File: src/rtl/gol_sequencer.sv
// gol_sequencer: IDLE/UPDATE/COPY/INIT phase machine that paces Game-of-Life generations to vsync.
// Latency: trigger or done sampled at cycle T -> new phase and its start pulse at T+1; all outputs registered.
// Backpressure: none; engines answer start with a done pulse, a phase running TIMEOUT cycles is abandoned and flagged.
module gol_sequencer #(
    parameter int UPDATE_INTERVAL = 2400000,
    parameter int TIMEOUT         = 65535,
    parameter int GEN_W           = 16
) (
    input  logic             clk,
    input  logic             rst_n,
    input  logic             run,
    input  logic             step,
    input  logic             randomize,
    input  logic             vsync,
    output logic             update_start,
    output logic             copy_start,
    output logic             init_start,
    input  logic             update_done,
    input  logic             copy_done,
    input  logic             init_done,
    output logic [1:0]       phase,
    output logic             busy,
    output logic [GEN_W-1:0] generation,
    output logic             timeout_err
);

    localparam logic [1:0] S_IDLE   = 2'd0;
    localparam logic [1:0] S_UPDATE = 2'd1;
    localparam logic [1:0] S_COPY   = 2'd2;
    localparam logic [1:0] S_INIT   = 2'd3;

    localparam int TMR_W = $clog2(UPDATE_INTERVAL + 1);
    localparam int CNT_W = $clog2(TIMEOUT + 1);

    localparam logic [TMR_W-1:0] TMR_MAX = TMR_W'(UPDATE_INTERVAL);
    localparam logic [CNT_W-1:0] CNT_MAX = CNT_W'(TIMEOUT);

    logic             vsync_q;
    logic             step_q;
    logic             step_pending;
    logic             boot_q;
    logic [TMR_W-1:0] timer;
    logic [CNT_W-1:0] phase_cnt;

    logic             vsync_edge;
    logic             step_edge;
    logic             done_match;
    logic             trigger;

    logic [1:0]       phase_nxt;
    logic [GEN_W-1:0] gen_nxt;
    logic             err_nxt;
    logic [TMR_W-1:0] timer_nxt;
    logic [CNT_W-1:0] cnt_nxt;
    logic             pend_nxt;
    logic             upd_start_nxt;
    logic             copy_start_nxt;
    logic             init_start_nxt;

    // Edge detects, done qualification and the frame-aligned generation trigger.
    always_comb begin
        vsync_edge = vsync & ~vsync_q;
        step_edge  = step & ~step_q;
        done_match = ((phase == S_UPDATE) && update_done) ||
                     ((phase == S_COPY)   && copy_done)   ||
                     ((phase == S_INIT)   && init_done);
        trigger    = (phase == S_IDLE) && vsync_edge &&
                     ((run && (timer == TMR_MAX)) || step_pending);
    end

    // Next-state logic; the boot cycle only fires init_start and restarts the phase counter.
    always_comb begin
        phase_nxt      = phase;
        gen_nxt        = generation;
        err_nxt        = timeout_err;
        timer_nxt      = timer;
        cnt_nxt        = phase_cnt;
        pend_nxt       = step_pending;
        upd_start_nxt  = 1'b0;
        copy_start_nxt = 1'b0;
        init_start_nxt = 1'b0;

        if (boot_q) begin
            init_start_nxt = 1'b1;
            cnt_nxt        = '0;
        end else if (phase == S_IDLE) begin
            if (run && (timer != TMR_MAX)) begin
                timer_nxt = timer + TMR_W'(1);
            end
            if (step_edge && !run) begin
                pend_nxt = 1'b1;
            end
            // Trigger clears a pending step even if another edge lands in the same cycle.
            if (trigger) begin
                timer_nxt = '0;
                pend_nxt  = 1'b0;
                cnt_nxt   = '0;
                if (randomize) begin
                    phase_nxt      = S_INIT;
                    init_start_nxt = 1'b1;
                end else begin
                    phase_nxt     = S_UPDATE;
                    upd_start_nxt = 1'b1;
                end
            end
        end else begin
            cnt_nxt = phase_cnt + CNT_W'(1);
            // A done arriving on the timeout cycle takes priority over the timeout.
            if (done_match) begin
                case (phase)
                    S_UPDATE: begin
                        phase_nxt      = S_COPY;
                        copy_start_nxt = 1'b1;
                        cnt_nxt        = '0;
                    end
                    S_COPY: begin
                        phase_nxt = S_IDLE;
                        gen_nxt   = generation + GEN_W'(1);
                    end
                    default: begin
                        phase_nxt = S_IDLE;
                        gen_nxt   = '0;
                    end
                endcase
            end else if (phase_cnt == CNT_MAX) begin
                phase_nxt = S_IDLE;
                err_nxt   = 1'b1;
            end
        end
    end

    // State registers; synchronous reset parks the machine in INIT for the boot randomize.
    always_ff @(posedge clk) begin
        if (!rst_n) begin
            phase        <= S_INIT;
            busy         <= 1'b1;
            update_start <= 1'b0;
            copy_start   <= 1'b0;
            init_start   <= 1'b0;
            generation   <= '0;
            timeout_err  <= 1'b0;
            timer        <= '0;
            phase_cnt    <= '0;
            step_pending <= 1'b0;
            vsync_q      <= 1'b0;
            step_q       <= 1'b0;
            boot_q       <= 1'b1;
        end else begin
            phase        <= phase_nxt;
            busy         <= (phase_nxt != S_IDLE);
            update_start <= upd_start_nxt;
            copy_start   <= copy_start_nxt;
            init_start   <= init_start_nxt;
            generation   <= gen_nxt;
            timeout_err  <= err_nxt;
            timer        <= timer_nxt;
            phase_cnt    <= cnt_nxt;
            step_pending <= pend_nxt;
            vsync_q      <= vsync;
            step_q       <= step;
            boot_q       <= 1'b0;
        end
    end

endmodule

File: config.mk
export PLATFORM = sky130hd
export DESIGN_NAME = gol_sequencer
export DESIGN_NICKNAME = d
export VERILOG_FILES = /design/src/rtl/gol_sequencer.sv
export SDC_FILE = /design/constraint.sdc
export NUM_CORES = 1
export LEC_CHECK = 0
export BUFFER_PORTS_ARGS = -buffer_cell sky130_fd_sc_hd__buf_4
export CAP_MARGIN = 20
export CORE_UTILIZATION = 30
export DETAILED_ROUTE_END_ITERATION = 16
export GPL_TIMING_DRIVEN = 0
export PLACE_DENSITY = 0.53
export REMOVE_ABC_BUFFERS = 1
export SLEW_MARGIN = 20
export SYNTH_ARGS = -nofsm -noshare
export SYNTH_HDL_FRONTEND = slang
export SYNTH_SLANG_ARGS = --single-unit
export TNS_END_PERCENT = 100
File: constraint.sdc
create_clock -name clk -period 1.9 [get_ports clk]
set_clock_uncertainty 0.1 [all_clocks]
set_input_delay 0.38 -clock clk [delete_from_list [all_inputs] [get_ports clk]]
set_output_delay 0.38 -clock clk [all_outputs]
set_load 0.02 [all_outputs]
Yosys cells after proc, flatten, opt, wreduce, memory -nomap -nowiden
Index checks and enable logic that the tools add are counted.
{ "op_classes": {"add_sub_neg": 3, "muxes": 23, "n_lt_le_gt_ge": 0, "n_shift": 0, "bitwise_logic": 10, "multipliers": 0, "n_eq_ne": 7, "n_reduce_logical": 23, "div_mod_pow": 0} }
{ "ops": {"columns": ["cell", "count"], "rows": [
  ["$mux W16", 4],
  ["$mux W22", 2],
  ["$add A16 B1 Y16 const B", 2],
  ["$pmux W16 S2", 1],
  ["$add A22 B1 Y22 const B", 1],
  ["$eq A22 B22 Y1 const B", 1],
  ["$ne A22 B22 Y1 const B", 1],
  ["$eq A16 B16 Y1 const B", 1],
  ["$mux W2", 7],
  ["$mux W1", 9],
  ["$logic_and A1 B1 Y1", 8],
  ["$not A1 Y1", 8],
  ["$reduce_and A4 Y1", 2],
  ["$reduce_or A4 Y1", 2],
  ["$reduce_and A3 Y1", 2],
  ["$reduce_bool A2 Y1", 3],
  ["$eq A2 B2 Y1 const B", 2],
  ["$logic_or A1 B1 Y1", 3],
  ["$and A1 B1 Y1", 2],
  ["$eq A2 B1 Y1 const B", 1],
  ["$logic_not A2 Y1", 1],
  ["$ne A2 B2 Y1 const B", 1],
  ["$reduce_or A2 Y1", 1],
  ["$logic_not A1 Y1", 1]
]} }
{ "word_totals": {"regBits": 65, "ram_bits": 0, "out_inout_bits": 23, "romBits": 0, "latchBits": 0, "memories": 0} }

Logic depth before layout (Yosys ltp)
Gate-level depths: netlist of run 1.
{ "logic_depth": {"word_depth": 8, "depth_mapped": 8, "depth_no_buf": 7} }

Least setup slack after synthesis of run 1
No wires, ideal clock.
{ "synth_timing": {"path_type": "reg-to-reg", "start": "register phase[1]", "end": "register timer[21]", "arrival_ps": 1931, "setup_ps": 70, "setup_slack_ps": -200, "period_less_slack_ps": 2100, "required_time_ps": 1730, "path_stages_with_launch": 7, "path_cell_list": "dfxtp_1 > buf_6 > nor4b_4 > nor3_1 > a211o_1 > or4_1 > a21oi_1"} }
{ "synth_between": {"elab_chain_len": 5, "word_cells_on_any_way": 6, "cone_classes": "mux: 1; reduce/logical: 5"} }
{ "synth_rtl": {"columns": ["item", "line_no", "source"], "rows": [
  ["start: declaration", "21", "output logic [1:0] phase,"],
  ["start signal: assignment", "149", "phase <= phase_nxt;"],
  ["$logic_not A2 Y1 *", "67, 86", null],
  ["$logic_and A1 B1 Y1 (2 in series)", "67", "trigger = (phase == S_IDLE) && vsync_edge &&"],
  ["$reduce_bool A2 Y1 (no line)", null, null],
  ["$reduce_and A3 Y1 (no line)", null, null],
  ["end signal: assignment", "156", "timer <= timer_nxt;"],
  ["end: declaration", "42", "logic [TMR_W-1:0] timer;"]
]} }
Mark *: on every way between the ends. The rest lies on a longest branch, timed or not.
A chain may end at the register's enable or synchronous reset.

Worst setup path after layout of run 1
{ "layout_timing": {"start": "register timer[3]", "end": "register phase_cnt[1]"} }
{ "layout_between": {"elab_chain_len": 5} }
{ "layout_rtl": {"columns": ["item", "line_no", "source"], "rows": [
  ["$eq A22 B22 Y1", "68", "((run && (timer == TMR_MAX)) || step_pending);"],
  ["$logic_and A1 B1 Y1", "68", null],
  ["$logic_or A1 B1 Y1", "68", null],
  ["$logic_and A1 B1 Y1", "67", null],
  ["$ne A2 B2 Y1 (no line)", null, null],
  ["end signal: assignment", "157", "phase_cnt <= cnt_nxt;"],
  ["end: declaration", "43", "logic [CNT_W-1:0] phase_cnt;"]
]} }
No other way between the ends.

==> qor.csv, run 1 <==
stage;metric;value;unit
grt;grt_usage;15.9;%
placement;dp.final_hpwl;4900;microns
finish;final_non_filler_cell_area;4340;sq um
timing;timing.final.setup_violations;35;
finish;fillerInstances;1047;
setup_path;crit_chain;or4_4, nor4_4, buf_4, a2111oi_4, buf_4, a22oi_1, nor2_1;
status;violations_in_the_final_reports;setup timing;
status;outcome;complete, but fails checks;
synthesis;post_synthesis_cell_count;383;
cts;cts.reportedPaths.clkPinSlew;0.08;ns
placement;port-buffer-count;31;
die;die_x;106;microns
routing;wl_per_cell;14.7;microns
finish;final_cells;584;
timing;tns_setup;-4.12;ns
finish;core_util_final;41.8;%
die;floorplan.initialDensity;31.2;%
timing;worst_slew_margin_rel;62.9;%
power;peakVddDrop;0.316;mV
placement;numPlacedInstances;535;
finish;multiInputGateArea;2090;sq um
synthesis;async_reset_ff_share;0;%
die;ios;32;
setup_path;crit_path_frequent_cell;buf_4;
setup_path;type_of_destination_of_the_critical_path;flip-flop;
routing;routed-via-count;3096;
timing;finalHoldViolations;0;
finish;layout-drive-gt1-share;31.7;%
cts;cts.htree.levels;3;
placement;place_worst_setup_slack;-0.827;ns
die;die-area;11200;sq um
routing;drt_wl_total;8610;microns
finish;syn2layout_area_growth;34.2;%
synthesis;synth_cell_types;58;
routing;viasPerCell;5.30;
grt;number_of_global_route_vias_before_repair;2779;
setup_path;critical_path_required;2.02;ns
finish;diodes;0;
setup_path;critPathArrivalTime;2.23;ns
placement;placed_area;3550;sq um
timing;layout_worst_path_cycle_share;111;%
routing;first_iter_violations;143;
timing;layout_min_cycle_time;2.11;ns
synthesis;number_of_flops_mapped_to_enable_cells_by_yosys;0;
synthesis;synth.ff_latch_count;65;
routing;route.detailed.drc;0;
grt;overflow;0;
grt;grt_first_pass_wirelength;14100;microns
routing;drt-pass1-iter-count;4;
timing;fmaxAchievable;473;MHz
cts;cts_hold_buf;0;
setup_path;crit_fanout;6;
power;power_leakage;1.53;nW
grt;grt_max_degree;16;
power;p_per_area;654;nW/um^2
grt;grt_antenna_before_repair;0;
synthesis;syn_avg_cell_area;8.44;sq um
die;die_h;106;microns
synthesis;postSynth.topFlopCell;dfxtp_1;
timing;timing.final.ws_setup;-0.215;ns
placement;finalWeightedCongestion;0.775;
synthesis;post_synth_instance_area;3230;sq um
die;core_region_area;10400;sq um
setup_path;worst-setup-path-type;flip-flop to flip-flop;
routing;postRouteAntennaNets;0;
finish;layout.nets;456;
cts;clk_buf_depth;2;
setup_path;ff2ff_setup_slack;-0.21;ns
timing;tightestPinTransition;0.556;ns
cts;cts-buffers-inserted;9;
timing;final-max-slew-violation-count;0;
timing;grt_setup_unrepaired;true;
die;num_rows;37;
finish;area.sequential;1330;sq um
cts;clk-insertion-delay-late;0.36;ns
synthesis;yosysSeqAreaShare;40.3;%
cts;sink_count_of_the_clock_tree;65;
setup_path;cp_slowest_cell;or4_4;
setup_path;slowest_delay;0.60;ns
synthesis;synth.yosys.warnings;0;
run;maxcap_viol_count;0;
min_path;hp-class;primary input to flip-flop;
cts;tritoncts;done;
setup_path;start_kind;flip-flop;
cts;cts.root.buffer_cell;clkbuf_8;
==> per-stage QoR <==
step | total power, mW | hold slack [ns]
floorplan | 1.52 | 0.341
global placement | 1.59 | 0.355
detailed placement | 1.59 | 0.360
CTS | 2.85 | 0.132
global route | 2.95 | 0.114
finish | 2.84 | 0.130
==> Yosys cell counts, types with 2 or more instances <==
cell type	count	area share (%)
a211oi_1	2	0.46
o31ai_1	2	0.46
nand2_1	27	3.1
buf_2	2	0.31
nor3b_2	2	0.77
or2_2	3	0.58
a41oi_1	2	0.54
o21a_1	3	0.70
mux2i_1	4	1.2
nor2_1	47	5.5
nor4_2	2	0.77
o21ai_0	22	3.4
or4b_1	4	1.2
a21oi_1	22	3.4
and3_1	5	0.97
a22oi_1	2	0.46
nand3_1	16	2.5
xnor2_1	15	4.1
o211ai_1	3	0.70
ha_1	4	1.5
o21ai_1	4	0.62
or3_1	17	3.3
nor3_1	11	1.7
dfxtp_1	65	40
a311oi_1	4	1.1
nand3b_1	2	0.46
or2_1	2	0.39
nor3b_1	2	0.46
buf_6	3	1.0
nand2b_1	5	0.97
and2_1	6	1.2
xor2_1	4	1.1
nor3_2	2	0.62
a31oi_1	13	2.5
or4_1	4	0.93
inv_1	12	1.4
nand4_1	9	1.7
clkbuf_1	9	1.0
==> where the power goes <==
part	switching (mW)	total [mW]	internal [mW]
clock network	0.612	1.23	0.617
registers	0.0207	1.39	1.37
logic	0.123	0.215	0.0923
total	0.755	2.84	2.08
==> state kept, by name (all words and copies together), names as in the netlist <==
| register | count |
|---|---|
| timer | 22 |
| generation | 16 |
| phase_cnt | 16 |
| phase | 2 |
| boot_q | 1 |
| busy | 1 |
| copy_start | 1 |
| init_start | 1 |
| step_pending | 1 |
| step_q | 1 |
| timeout_err | 1 |
| update_start | 1 |
| vsync_q | 1 |
==> logic make-up (layout without fill, tap and decap cells) <==
kind of cell             after synthesis  after routing  synth area share, %
AO/OA/AOI/OAI                         88             91                 17.2
multiplexers                           4              4                 1.24
buffers and inverters                 27             88                 3.91
flip-flops                            65             65                 40.3
XOR/XNOR                              19             19                 5.15
AND/OR/NAND/NOR                      176            177                 30.7
adder cells (fa/ha/maj)                4              4                 1.55
==> layout by cell type (no fill, tap or decap), types with 12 or more instances in the layout <==
cell type	netlist	final
inv_1	12	12
dfxtp_1	65	51
buf_4	0	50
nor2_1	47	45
a21oi_1	22	17
a31oi_1	13	13
nand2_1	27	26
or3_1	17	13
o21ai_0	22	20
xnor2_1	15	14
nand3_1	16	15
==> routing by layer <==
metal | global-route usage (%) | share of wire (%) | vias up
met5 | 0 | 0 | -
met4 | 7.04 | 2.2 | 0
met3 | 3.40 | 4.1 | 16
met2 | 25.1 | 48 | 73
met1 | 20.7 | 46 | 1476
li1 | - | - | 1531
==> worst max-delay path, delay by kind of cell, from the launching register on <==
family,cells,cell delay [ns]
AND/OR/NAND/NOR,3,0.98
buffers and inverters,2,0.34
flip-flops,1,0.33
AO/OA/AOI/OAI,2,0.22
==> worst paths after layout <==
kind | start | endpoint | depth (start not counted)
max reg2reg | timer[3] | phase_cnt[1] | 7
min | randomize | update_start | 2
min reg2reg | timeout_err | timeout_err | 1
max | timer[3] | phase_cnt[1] | 7
==> cell type report <==
class	count	share of cell area, %
sequential	65	30.7
multi-input combinational	295	48.3
clock buffer	9	2.86
timing repair buffer	60	11.5
tap	136	3.92
clock inverter	7	1.79
inverter	12	1.04
==> timing repair <==
| item | in CTS | in global routing |
|---|---|---|
| resized for setup | 60 | 22 |
| pin swaps | 45 | 18 |
| gates cloned | 5 | 0 |
| buffers inserted | 22 | 6 |
| endpoints found under the setup margin | 62 | 59 |
Note: power is estimated with default switching activity, not from simulation.
==> run 2, diff against run 1 <==
Settings changed: BUFFER_PORTS_ARGS -buffer_cell sky130_fd_sc_hd__buf_4 to default, DONT_BUFFER_PORTS from default to 1, PLACE_DENSITY 0.53 to 0.5.
==> run 2 against run 1 <==
Compared with the run above:
- the run still ends with setup timing left
- sequential power barely moved
- sequential share of layout area grew 1.9 points
- flip-flop and latch count stayed put
- final cell count fell by 6.5%
- largest cell class unchanged
- largest power group unchanged
- wire length down 1.8%
- combinational power decreased by 20%
- register-to-register slack worse by 0.03 ns
- die area unchanged
- clock-buffer cell count rose by 3
- cell area shrank 5.9%
- power down 8.8%
- critical endpoint is now timer[13]
- non-clock buffer count down 34
==> qor.csv, run 2 (synthesis results as in run 1) <==
stage;metric;value;unit
die;ios;32;
setup_path;start_kind;flip-flop;
grt;number_of_global_route_vias_before_repair;2729;
power;power_switching_share;25.3;%
finish;layout.nets;421;
grt;grt_antenna_before_repair;0;
placement;numPlacedInstances;504;
die;num_rows;37;
finish;diodes;0;
cts;cts.reportedPaths.clkPinSlew;0.07;ns
finish;layout_commonest_cell;dfxtp_1;
cts;clk-insertion-delay-late;0.35;ns
finish;core_util_final;39.4;%
routing;drt_wl_total;8460;microns
power;pwr-share-seq;54.7;%
power;comb_power_share;6.6;%
grt;grt_first_pass_wirelength;13100;microns
grt;grt_usage;14.9;%
grt;grt_max_degree;17;
grt;globalRouteMet1Util;18.2;%
finish;max_ffs_per_register;22;
power;net-switching-power;0.656;mW
timing;layout_worst_path_cycle_share;113;%
setup_path;critPathArrivalTime;2.31;ns
grt;busiest_layer;met2;
run;maxcap_viol_count;0;
die;die_h;106;microns
routing;wl_per_cell;15.5;microns
power;internal_power;1.93;mW
timing;whs;0.0466;ns
setup_path;type_of_destination_of_the_critical_path;flip-flop;
status;outcome;complete, but fails checks;
routing;route.detailed.drc;0;
die;die_x;106;microns
status;violations_in_the_final_reports;setup timing;
power;power.share.clock;38.7;%
setup_path;worst-setup-path-type;flip-flop to flip-flop;
routing;first_iter_violations;173;
cts;sink_count_of_the_clock_tree;65;
grt;overflow;0;
timing;fmaxAchievable;467;MHz
cts;cts.root.buffer_cell;clkbuf_8;
routing;drt-pass1-iter-count;4;
cts;cts-buffers-inserted;9;
grt;grt_use_met2;24.1;%
cts;cts.htree.levels;3;
routing;routed-via-count;2923;
setup_path;critical_path_required;2.07;ns
finish;fillerInstances;1076;
timing;finalHoldViolations;0;
die;floorplan.initialDensity;31.2;%
power;power_leakage;1.34;nW
timing;layout_min_cycle_time;2.14;ns
cts;tritoncts;done;
timing;grt_setup_unrepaired;true;
routing;postRouteAntennaNets;0;
die;core_region_area;10400;sq um
finish;layout-drive-gt1-share;28.3;%
finish;mostFrequentLayoutCells;49 x dfxtp_1, 42 x nor2_1, 26 x nand2_1;
routing;viasPerCell;5.35;
power;p_per_area;633;nW/um^2
placement;dp.final_hpwl;4880;microns
die;die-area;11200;sq um
placement;port-buffer-count;0;
min_path;hp-class;primary input to flip-flop;
setup_path;crit_fanout;7;
timing;timing.final.setup_violations;44;
timing;worst_slew_margin_rel;59.1;%
grt;met3_usage;5.63;%
placement;finalWeightedCongestion;0.725;
timing;tightestPinTransition;0.614;ns
finish;max_flop_register;timer;
finish;top_flop_regs;timer: 22 flops, generation: 16 flops, phase_cnt: 16 flops;
timing;timing.final.ws_setup;-0.240;ns
finish;syn2layout_area_growth;26.3;%
power;peakVddDrop;0.348;mV
cts;clk_buf_depth;2;
timing;final-max-slew-violation-count;0;
finish;final_cells;546;
==> run 2: changes by cell type in the layout (fill, tap and decap cells not counted), sizes merged <==
cell         delta
clkinv          -2
dlygate4sd3     +2
bufinv          -1
clkinvlp        -1
clkbuf          +3
a211o           -1
inv             -2
buf            -36
==> run 2: layer usage <==
metal | vias up | routed length, microns
li1 | 1453 | -
met1 | 1418 | 3780
met2 | 41 | 4210
met3 | 11 | 386
met4 | 0 | 80
met5 | - | 0
==> run 2: metrics by stage <==
step           setup WS, ns  TNS (ns)  total power, mW  instance area, sq um
2_1_floorplan        -0.438    -11.91             1.52                  3150
5_1_grt              -0.352     -9.79             2.68                  4080
6_report             -0.240     -5.59             2.59                  4080
3_5_place_dp         -0.892    -37.53             1.56                  3320
3_3_place_gp         -0.892    -37.14             1.56                  3320
4_1_cts              -0.234     -4.59             2.60                  3850
==> run 2: critical path, cell delays in order (launching register included) <==
cell	delay, ns
dfxtp_1	0.33
or4_4	0.59
nor3_2	0.38
a211o_4	0.26
buf_6	0.12
buf_6	0.09
o31ai_2	0.05
a21oi_1	0.15
==> run 2: path summary, 6_finish.rpt <==
| check | cells after the start | endpoint | start | slack (ns) |
|---|---|---|---|---|
| worst min-delay path | 1 | timeout_err | rst_n | 0.05 |
| worst min register to register | 2 | timer[21] | timer[21] | 0.39 |
| worst max register to register | 7 | timer[13] | timer[19] | -0.24 |
| worst max-delay path | 7 | timer[13] | timer[19] | -0.24 |
==> run 2: layout make-up <==
cell class              count  area [sq um]  area share, %
repair buffers             26           239           5.85
clock buffers              12           145           3.56
well taps                 136           170           4.17
multi-input cells         294          2150           52.7
clock inverters             1          5.00          0.123
inverters                  12          45.0           1.10
flip-flops and latches     65          1330           32.5
==> run 2: power groups by stage <==
stage	sequential (mW)	combinational, mW	clock, mW
2_1_floorplan	1.44	0.0851	0
3_3_place_gp	1.45	0.111	0
3_5_place_dp	1.45	0.111	0
4_1_cts	1.41	0.150	1.04
5_1_grt	1.42	0.184	1.08
6_report	1.41	0.171	1.00
==> run 2: repair_timing <==
item	CTS	global route
setup buffers	19	6
gates resized for setup	58	41
cloned	3	0
endpoints found under the hold margin	1	1
endpoints found under the setup margin	61	49
hold buffers	1	1
pin swaps	39	17
==> run 3, diff against run 2 <==
Settings changed: CORE_UTILIZATION 30 to 57, PLACE_DENSITY 0.5 to 0.8.
==> run 3 against run 2 <==
Compared with the run above:
- the run still ends with setup timing left
- non-clock buffer count fell by 2
- sequential power barely moved
- global-route usage rose by 14 points
- via count rose by 8.1%
- first-iteration DRC count rose by 94%
- maximum frequency fell by 5.4%
- clock power rose by 17%
- hold slack improved by 0.0064 ns
- register-to-register slack got worse by 0.12 ns
- combinational power barely moved
- wire length rose by 8.3%
- flip-flop and latch count did not move
- critical path type unchanged
- largest cell class unchanged
==> qor.csv, run 3 (synthesis results as in run 1) <==
stage;metric;value;unit
setup_path;crit_fanout;7;
routing;postRouteAntennaNets;0;
timing;layout_worst_path_cycle_share;119;%
timing;tightestPinTransition;0.796;ns
setup_path;critPathArrivalTime;2.44;ns
power;net-switching-power;0.647;mW
finish;layout.nets;419;
power;pwr-share-seq;51.3;%
timing;worst_slew_margin_rel;46.8;%
status;violations_in_the_final_reports;setup timing;
setup_path;start_kind;flip-flop;
cts;sink_count_of_the_clock_tree;65;
routing;drt-pass1-iter-count;7;
setup_path;type_of_destination_of_the_critical_path;flip-flop;
power;power.share.clock;42.5;%
routing;routed-via-count;3161;
timing;finalHoldViolations;0;
setup_path;r2r-start;phase[0];
cts;tritoncts;done;
power;power_switching_share;23.5;%
cts;cts.htree.levels;3;
die;num_rows;27;
cts;cts.reportedPaths.clkPinSlew;0.07;ns
finish;max_flop_register;timer;
power;comb_power_share;6.2;%
power;p_per_area;703;nW/um^2
min_path;hp-start;rst_n;
finish;final_non_filler_cell_area;3920;sq um
cts;cts.root.buffer_cell;clkbuf_8;
setup_path;worst-setup-path-type;flip-flop to flip-flop;
routing;viasPerCell;6.56;
timing;layout_min_cycle_time;2.26;ns
min_path;holdPathEnd;timeout_err;
finish;layout_commonest_cell;dfxtp_1;
die;floorplan.initialDensity;59.1;%
routing;route.detailed.drc;0;
placement;dp.final_hpwl;4520;microns
cts;clk_buf_depth;2;
die;die-area;5980;sq um
cts;clk-insertion-delay-late;0.34;ns
die;core_region_area;5470;sq um
finish;syn2layout_area_growth;21.3;%
finish;layout-drive-gt1-share;23.9;%
routing;drt_wl_total;9160;microns
die;die_x;77.3;microns
setup_path;worstReg2RegEnd;timer[17];
placement;port-buffer-count;0;
power;internal_power;2.11;mW
placement;finalWeightedCongestion;0.829;
grt;grt_usage;29.3;%
min_path;hp-class;primary input to flip-flop;
run;maxcap_viol_count;0;
grt;grt_max_degree;17;
timing;final-max-slew-violation-count;0;
grt;grt_antenna_before_repair;0;
finish;top_flop_regs;timer: 22 flops, generation: 16 flops, phase_cnt: 16 flops;
power;power_leakage;1.32;nW
timing;fmaxAchievable;442;MHz
setup_path;rr_worst_depth;6;
grt;grt_first_pass_wirelength;13800;microns
status;outcome;complete, but fails checks;
power;peakVddDrop;0.601;mV
cts;cts-buffers-inserted;9;
placement;placed_area;3240;sq um
timing;timing.final.setup_violations;46;
die;ios;32;
routing;wl_per_cell;19.0;microns
finish;fillerInstances;380;
grt;number_of_global_route_vias_before_repair;2877;
finish;diodes;0;
setup_path;ff2ff_setup_slack;-0.36;ns
setup_path;critical_path_required;2.08;ns
timing;timing.final.ws_setup;-0.361;ns
grt;overflow;0;
timing;grt_setup_unrepaired;true;
routing;first_iter_violations;335;
die;die_h;77.3;microns
finish;core_util_final;71.6;%
min_path;worstHoldPathCells;1;
finish;mostFrequentLayoutCells;55 x dfxtp_1, 47 x nor2_1, 26 x nand2_1;
finish;max_ffs_per_register;22;
run 3: final cells by class:
cell class | count | area [sq um] | area share, %
Multi-Input combinational cell | 294 | 2070 | 52.8
Clock buffer | 12 | 155 | 3.96
Timing Repair Buffer | 24 | 199 | 5.08
Inverter | 12 | 45.0 | 1.15
Sequential cell | 65 | 1320 | 33.7
Tap cell | 72 | 90.1 | 2.30
Clock inverter | 3 | 40.0 | 1.02
run 3: how the worst max path moves through the flow:
stage             start         to  slack [ns]  cells past startpoint
2_1_floorplan  phase[1]       busy       -0.44                      5
3_3_place_gp   phase[1]       busy       -0.84                      5
3_5_place_dp   phase[1]       busy       -0.89                      5
4_1_cts        phase[0]  timer[21]       -0.25                      5
5_1_grt        phase[0]  timer[17]       -0.39                      6
6_report       phase[0]  timer[17]       -0.36                      6
run 3: power groups by stage:
stage | clock network, mW | registers (mW) | logic, mW
3_5_place_dp | 0 | 1.45 | 0.108
5_1_grt | 1.25 | 1.41 | 0.183
6_report | 1.17 | 1.41 | 0.171
3_3_place_gp | 0 | 1.45 | 0.106
4_1_cts | 1.19 | 1.41 | 0.143
2_1_floorplan | 0 | 1.44 | 0.0851
run 3: per-layer routing:
metal  track usage, %  up-vias  part of all wire, %
li1                 -     1454                    -
met1             34.7     1515                   42
met2             49.0      168                   50
met5                0        -                    0
met3             8.93       24                  7.1
met4             11.7        0                  1.7
run 3: stage by stage:
step	TNS, ns	power, mW	std cells	hold WS [ns]	setup slack, ns
floorplan	-11.91	1.52	368	0.341	-0.438
finish	-8.96	2.76	482	0.0530	-0.361
detailed placement	-35.89	1.55	440	0.361	-0.890
global route	-11.28	2.84	482	0.0450	-0.394
CTS	-8.71	2.74	473	0.0431	-0.248
global placement	-33.09	1.55	440	0.357	-0.837
run 3: repair_timing:
| item | 4_1_cts | 5_1_grt |
|---|---|---|
| gates resized for setup | 32 | 32 |
| setup endpoints to repair | 61 | 59 |
| endpoints found under the hold margin | 2 | 0 |
| setup buffers | 13 | 9 |
| gates cloned | 3 | 0 |
| pin swaps | 14 | 22 |
| hold buffers | 2 | 0 |
run 3: critical path: stages, from the launching register on:
cell	delay [ns]
dfxtp_4	0.41
nor4b_4	0.39
o211ai_1	0.28
a211o_4	0.37
buf_4	0.15
or3_1	0.37
a21oi_2	0.13
